**config.mk**
```make
export PLATFORM = sky130hd
export DESIGN_NAME = adc_pair_sequencer
export DESIGN_NICKNAME = d
export VERILOG_FILES = /design/src/rtl/spgd_pkg.sv /design/src/rtl/fp_sat_sub.sv /design/src/rtl/adc_pair_sequencer.sv
export SDC_FILE = /design/constraint.sdc
export NUM_CORES = 1
export LEC_CHECK = 0
export BUFFER_PORTS_ARGS = -buffer_cell sky130_fd_sc_hd__buf_2
export CORE_ASPECT_RATIO = 1.5
export CORE_MARGIN = 3
export CORE_UTILIZATION = 60
export CTS_CLUSTER_DIAMETER = 120
export DETAILED_ROUTE_END_ITERATION = 10
export PLACE_DENSITY_LB_ADDON = 0.12
export REMOVE_ABC_BUFFERS = 1
export SETUP_SLACK_MARGIN = 0.2
export SYNTH_ARGS = -nofsm -noshare
export SYNTH_HDL_FRONTEND = slang
export SYNTH_HIERARCHICAL = 1
export SYNTH_SLANG_ARGS = --single-unit
```
**constraint.sdc**
```tcl
create_clock -name ADC_CLK -period 10.95 [get_ports ADC_CLK]
set_input_delay 2.19 -clock ADC_CLK [delete_from_list [all_inputs] [get_ports ADC_CLK]]
set_output_delay 2.19 -clock ADC_CLK [all_outputs]
set_load 0.01 [all_outputs]
```
**src/rtl/spgd_pkg.sv**
```systemverilog
// Shared definitions for the SPGD measurement path.
//   - FSM state encodings for adc_pair_sequencer
//   - default 16Q48 word width and its saturation limits
package spgd_pkg;

  localparam int SPGD_FP_WIDTH = 64;

  localparam logic [63:0] SAT_POS = 64'h7FFF_FFFF_FFFF_FFFF;
  localparam logic [63:0] SAT_NEG = 64'h8000_0000_0000_0000;

  localparam logic [2:0] S_IDLE    = 3'd0;
  localparam logic [2:0] S_CLR     = 3'd1;
  localparam logic [2:0] S_SETTLE  = 3'd2;
  localparam logic [2:0] S_ACQ     = 3'd3;
  localparam logic [2:0] S_WAITREG = 3'd4;
  localparam logic [2:0] S_CAPT    = 3'd5;
  localparam logic [2:0] S_CALC    = 3'd6;

endpackage

```
**src/rtl/fp_sat_sub.sv**
```systemverilog
// Combinational saturating subtractor for signed fixed-point words.
//   a_i : minuend   (signed, W bits)
//   b_i : subtrahend (signed, W bits)
//   y_o : a_i - b_i clamped to the signed W-bit range, no rounding
module fp_sat_sub
  import spgd_pkg::*;
#(
  parameter int W = SPGD_FP_WIDTH
) (
  input  logic [W-1:0] a_i,
  input  logic [W-1:0] b_i,
  output logic [W-1:0] y_o
);

  logic [W:0] d;

  // One guard bit: the W+1-bit result is exact, and overflow shows up as the
  // top two bits disagreeing. The guard bit then gives the true sign.
  assign d = {a_i[W-1], a_i} - {b_i[W-1], b_i};

  always_comb begin
    y_o = d[W-1:0];
    if (d[W] != d[W-1])
      y_o = d[W] ? {1'b1, {(W-1){1'b0}}} : {1'b0, {(W-1){1'b1}}};
  end

endmodule

```
**src/rtl/adc_pair_sequencer.sv**
```systemverilog
// Sequencer around ADC_fp. It takes one averaged sample on channel A, then one
// on channel B, and presents A, B and the saturated A-B with a one-cycle VALID.
//   ADC_CLK, RST_N      : clock, async active-low reset
//   START, ABORT        : request a pair (sampled in IDLE) / cancel from any state
//   ADC_DONE            : average-complete pulse from ADC_fp
//   ADC_16Q48_IN        : ADC_fp result
//   ADC_SEL/ADC_EN      : channel mux select and averaging enable to ADC_fp
//   REG_RST             : clear of the ADC_fp average register
//   BUSY/VALID/ERR      : status; ERR is a sticky acquisition timeout
//   META_A/META_B/DIFF  : latched results
module adc_pair_sequencer
  import spgd_pkg::*;
#(
  parameter int FP_WIDTH       = SPGD_FP_WIDTH,
  parameter int SETTLE_CYCLES  = 16,
  parameter int TIMEOUT_CYCLES = 8192,
  parameter int CNT_WIDTH      = 14
) (
  input  logic                ADC_CLK,
  input  logic                RST_N,
  input  logic                START,
  input  logic                ABORT,
  input  logic                ADC_DONE,
  input  logic [FP_WIDTH-1:0] ADC_16Q48_IN,
  output logic                ADC_SEL,
  output logic                ADC_EN,
  output logic                REG_RST,
  output logic                BUSY,
  output logic                VALID,
  output logic                ERR,
  output logic [FP_WIDTH-1:0] META_A,
  output logic [FP_WIDTH-1:0] META_B,
  output logic [FP_WIDTH-1:0] DIFF
);

  localparam logic [CNT_WIDTH-1:0] SETTLE_LAST  = CNT_WIDTH'(SETTLE_CYCLES - 1);
  localparam logic [CNT_WIDTH-1:0] TIMEOUT_LAST = CNT_WIDTH'(TIMEOUT_CYCLES - 1);

  logic [2:0]           state_q, state_d;
  logic                 ch_q, ch_d;
  logic [CNT_WIDTH-1:0] cnt_q, cnt_d;
  logic                 err_q, err_d;
  logic [FP_WIDTH-1:0]  meta_a_q, meta_a_d;
  logic [FP_WIDTH-1:0]  meta_b_q, meta_b_d;
  logic [FP_WIDTH-1:0]  diff_q, diff_d;
  logic                 rst_hold_q;
  logic [FP_WIDTH-1:0]  sub_y;

  // Difference is taken against the live ADC word while channel B is being
  // captured, so DIFF is already registered in the VALID cycle.
  fp_sat_sub #(.W(FP_WIDTH)) u_sub (
    .a_i (meta_a_q),
    .b_i (ADC_16Q48_IN),
    .y_o (sub_y)
  );

  always_comb begin
    state_d  = state_q;
    ch_d     = ch_q;
    cnt_d    = '0;
    err_d    = err_q;
    meta_a_d = meta_a_q;
    meta_b_d = meta_b_q;
    diff_d   = diff_q;
    if (ABORT) begin
      state_d = S_IDLE;
    end else begin
      case (state_q)
        S_IDLE: if (START) begin
          state_d = S_CLR;
          err_d   = 1'b0;
          ch_d    = 1'b0;
        end
        S_CLR: state_d = S_SETTLE;
        S_SETTLE: begin
          if (cnt_q == SETTLE_LAST) state_d = S_ACQ;
          else                      cnt_d   = cnt_q + CNT_WIDTH'(1);
        end
        S_ACQ: begin
          // DONE is checked first so it wins on the last timeout cycle.
          if (ADC_DONE) begin
            state_d = S_WAITREG;
          end else if (cnt_q == TIMEOUT_LAST) begin
            state_d = S_IDLE;
            err_d   = 1'b1;
          end else begin
            cnt_d = cnt_q + CNT_WIDTH'(1);
          end
        end
        S_WAITREG: state_d = S_CAPT;
        S_CAPT: begin
          if (!ch_q) begin
            meta_a_d = ADC_16Q48_IN;
            ch_d     = 1'b1;
            state_d  = S_CLR;
          end else begin
            meta_b_d = ADC_16Q48_IN;
            diff_d   = sub_y;
            state_d  = S_CALC;
          end
        end
        S_CALC:  state_d = S_IDLE;
        default: state_d = S_IDLE;
      endcase
    end
  end

  always_ff @(posedge ADC_CLK or negedge RST_N) begin
    if (!RST_N) begin
      state_q    <= S_IDLE;
      ch_q       <= 1'b0;
      cnt_q      <= '0;
      err_q      <= 1'b0;
      meta_a_q   <= '0;
      meta_b_q   <= '0;
      diff_q     <= '0;
      rst_hold_q <= 1'b1;
    end else begin
      state_q    <= state_d;
      ch_q       <= ch_d;
      cnt_q      <= cnt_d;
      err_q      <= err_d;
      meta_a_q   <= meta_a_d;
      meta_b_q   <= meta_b_d;
      diff_q     <= diff_d;
      rst_hold_q <= 1'b0;
    end
  end

  // All outputs decode registers only. rst_hold_q keeps the ADC_fp average
  // register cleared for as long as reset is applied.
  assign ADC_SEL = ch_q;
  assign ADC_EN  = (state_q == S_ACQ);
  assign REG_RST = (state_q == S_CLR) | rst_hold_q;
  assign BUSY    = (state_q != S_IDLE);
  assign VALID   = (state_q == S_CALC);
  assign ERR     = err_q;
  assign META_A  = meta_a_q;
  assign META_B  = meta_b_q;
  assign DIFF    = diff_q;

endmodule

```
==> results.md <==
* Number of max-cap violations at 0
* TritonCTS clock tree: built
* Synthesized area at about 14,000 um^2
* Internal power at approximately 0.0014 W
* Register Area at 5306 um^2
* Fmax at 0.1629 GHz
* Final Max Tran Viols at 0
* Ys flop type: dfrtp_1
* Final net count at about 1.7k
* Worst Clk Skew at roughly 0.018 ns
* CTS HTree Levels at 1
* Worst min path class: flop to flop
* DRC viols at 0
* Placer Congestion at 0.9168
* Area of the multi-input gates at between 7000 and 8000 um^2
* Final hold vios at 0
* Fin cells at 1,843
* Reg2reg end: DIFF[7]$_DFFE_PN0P_
* Placement row count at between 60 and 70
* R2R Setup Slk at around 6 ns
* P_sw at 0.0005281 W
* Yosys warning count at 6
* Dpl cells at 1,801
* Wire length per cell at approximately 20 um
* Fin Setup TNS at 0 ns
* CTS Sinks at 212
* # Post-CTS Setup Buffers at 0
* Leakage at around 9 nW
* Period utilisation layout at 56.07%
* # IOs at roughly 270
* Cells after Synth at 1,324
* Startpoint type of the worst setup path: input pin
* RSZ-0062 raised after global routing: no
* Worst Hold Path Cells at 1
* Filler Cell Count at roughly 1.7k
* Initial antenna violation count at 0
* Flop pwr share at approximately 42%
* Hold path startpoint: META_B[63]$_DFFE_PN0P_
* GR Util All Layers at 29.11%
* Pre-Repair DR Iteration Count at 5
* First-pass GRT wire length at a little under 60 mm
* Clock latency on the worst-skew pair at 0.52 ns
* CP Class: input pin to flop
* DIE HEIGHT at 191.9 um
* Final core utilization at roughly 71%
* Detail Route Antenna Nets at 0
* Synth async-reset ratio at 100.0%
* Crit. End Element: flop
* Relative slew margins at a little over a fifth
* Clock tree buffer depth at 3
* Port bufs at 266
* Post-CTS sizing at 0
* Number of flops mapped to enable cells by yosys at 0
* GRT Residual Overflow at 0
* Total die area at 24,920 um^2
* Critical Path Fanout Max at 44
* Hold_buf cts at 0
* Clock power share at slightly above 40%
* Vias at about 11k
* Routed WL at between 30 and 40 mm
* TritonCTS buffer count at 23
* Initial Utilization at 61.50%
* Initial DRC Count at between 500 and 600
* Worst Path Arrival at between 6 and 7 ns
* CTS Root Cell: clkbuf_16
* Netlist cell types at between 70 and 80
* Power per cell area at 119.8 nW/um^2
* Number of diodes at 0
* Net Sw Frac at about 28%
* Worst Max-Slew Pin Slew at roughly 1.2 ns
* Core area at ~22,000 um^2
* Sequential share of the synthesized area at 38.40%
* Largest net degree at the start of global routing at ~130
* Yosys reg bits at around 210
* Average cell area after synthesis at about 10 um^2
* Die width at between 100 and 150 um
* Hold worst-path end: META_B[63]$_DFFE_PN0P_
* Gate power share at 16.6%
* Drt via density at between 5 and 6
* Worst Reg2Reg Path Length in Cells at 14
* Detail Placement HPWL at between 20 and 30 mm
* Vias in the first global route at 11.22k
* Status: complete, no violations
* Worst vdd ir at roughly 0.10 mV
* Final min period at between 6 and 7 ns
* Final setup viols at 0
* R2R Path Start: META_A[0]$_DFFE_PN0P_
* Share of layout cells above drive strength 1 at between 30% and 40%
* Clock transition at the registers of the reported paths at 0.06 ns
* CP required at 11.35 ns
* Synthesis-to-layout area growth at 15.09%
==> sequential cells by signal, indices dropped and copies added, names as in the netlist <==
register / count
ADC_SEL: 1
DIFF: 64
ERR: 1
META_A: 64
META_B: 64
cnt_q: 14
rst_hold_q: 1
state_q: 3
==> kinds of logic after synthesis <==
group                    share of synthesized area (%)
other                                          0.02714
XOR/XNOR                                         4.238
adder cells (fa/ha/maj)                          7.688
buffers and inverters                            5.479
flip-flops                                       38.40
AO/OA/AOI/OAI                                    14.20
AND/OR/NAND/NOR                                  9.853
multiplexers                                     20.11
==> area by class of cell <==
class,count,share of cell area [%]
well taps,276,2.172
multi-input cells,952,48.79
clock buffers,30,4.037
flip-flops and latches,212,33.37
repair buffers,272,8.797
inverters,89,2.101
clock inverters,12,0.7318
==> how the worst max path moves through the flow <==
stage / slack (ns) / cells past startpoint / from / end
after global placement: 4.47 / 14 / ADC_16Q48_IN[0] / DIFF[41]$_DFFE_PN0P_
after detailed placement: 4.30 / 14 / ADC_16Q48_IN[0] / DIFF[58]$_DFFE_PN0P_
after global routing: 4.53 / 14 / ADC_16Q48_IN[0] / DIFF[58]$_DFFE_PN0P_
after CTS: 4.82 / 14 / ADC_16Q48_IN[0] / DIFF[7]$_DFFE_PN0P_
after floorplan: 5.44 / 12 / ADC_16Q48_IN[26] / DIFF[11]$_DFFE_PN0P_
final: 4.81 / 14 / ADC_16Q48_IN[0] / DIFF[7]$_DFFE_PN0P_
==> worst max-delay path: stages <==
cell and delay (ns):
buf_2 0.11, ha_1 0.17, inv_1 0.05, fa_1 0.40, a21o_1 0.19, a221o_1 0.38
a21oi_2 0.28, o211ai_2 0.17, o211ai_2 0.21, nand3_2 0.21, a31oi_4 0.65, mux2_2 0.94
o21ai_0 0.27, mux2_4 0.33
==> layout by cell type (no fill, tap or decap), types with 23 or more instances in the layout <==
master,instances
ha_1,65
buf_2,265
clkbuf_16,23
xnor2_1,33
xor2_1,32
mux2_2,24
mux2_1,50
nand4_1,36
mux2_4,120
nor2_1,57
inv_1,88
o21ai_0,85
dfrtp_1,211
nand2_1,81
a21oi_1,101
==> per-stage QoR <==
stage / setup WS [ns] / total power [W] / instance area (um^2) / hold WS [ns]
5_1_grt: 4.527 / 0.001993 / 15900 / 0.5024
3_3_place_gp: 4.474 / 0.001129 / 15140 / 0.4695
4_1_cts: 4.822 / 0.001925 / 15900 / 0.4934
3_5_place_dp: 4.304 / 0.001134 / 15140 / 0.4798
6_report: 4.810 / 0.001905 / 15900 / 0.4903
2_1_floorplan: 5.436 / 0.001026 / 13390 / 0.4593
==> synthesized netlist by cell type (4+ instances only) <==
cell,number,area (um^2)
a31o_2,7,61.31
a31oi_1,5,31.28
mux2_2,24,270.3
mux2_1,50,563.0
a21oi_1,101,505.5
inv_1,88,330.3
and4_1,4,35.03
o21a_1,9,67.56
dfrtp_1,211,5280
o31ai_1,16,120.1
xor2_1,32,280.3
buf_2,16,80.08
a21o_1,22,165.2
mux2_4,120,1802
xnor2_1,33,289.0
a21boi_0,4,30.03
nor4_1,6,37.54
nand4_1,36,225.2
clkbuf_1,35,131.4
nand3_1,21,105.1
a211oi_1,7,52.55
maj3_1,15,150.1
maj3_2,7,78.83
buf_6,17,191.4
o21ai_0,85,425.4
ha_1,65,813.3
mux2i_1,13,130.1
and3_1,10,62.56
nor3_1,23,115.1
and2_1,7,43.79
o211ai_1,6,45.04
nand2b_1,10,62.56
nor2_1,57,214.0
nand2_1,81,304.0
o21bai_1,17,127.6
or3_1,6,37.54
==> metal layers <==
| metal | vias to the layer above | routed length [um] | track usage, % |
|---|---|---|---|
| met5 | - | 0 | 0 |
| met4 | 0 | 1078 | 8.640 |
| met3 | 66 | 1751 | 4.452 |
| met2 | 306 | 19430 | 53.06 |
| met1 | 5426 | 14790 | 35.08 |
| li1 | 5208 | - | - |
==> power by group through the flow <==
stage	sequential [W]	combinational (W)	clock, W
6_report	0.000807	0.000316	0.000781
5_1_grt	0.000809	0.000349	0.000835
3_5_place_dp	0.000822	0.000313	0
3_3_place_gp	0.000821	0.000308	0
2_1_floorplan	0.000824	0.000201	0
4_1_cts	0.000807	0.000315	0.000802
(Power assumes the default switching activity.)
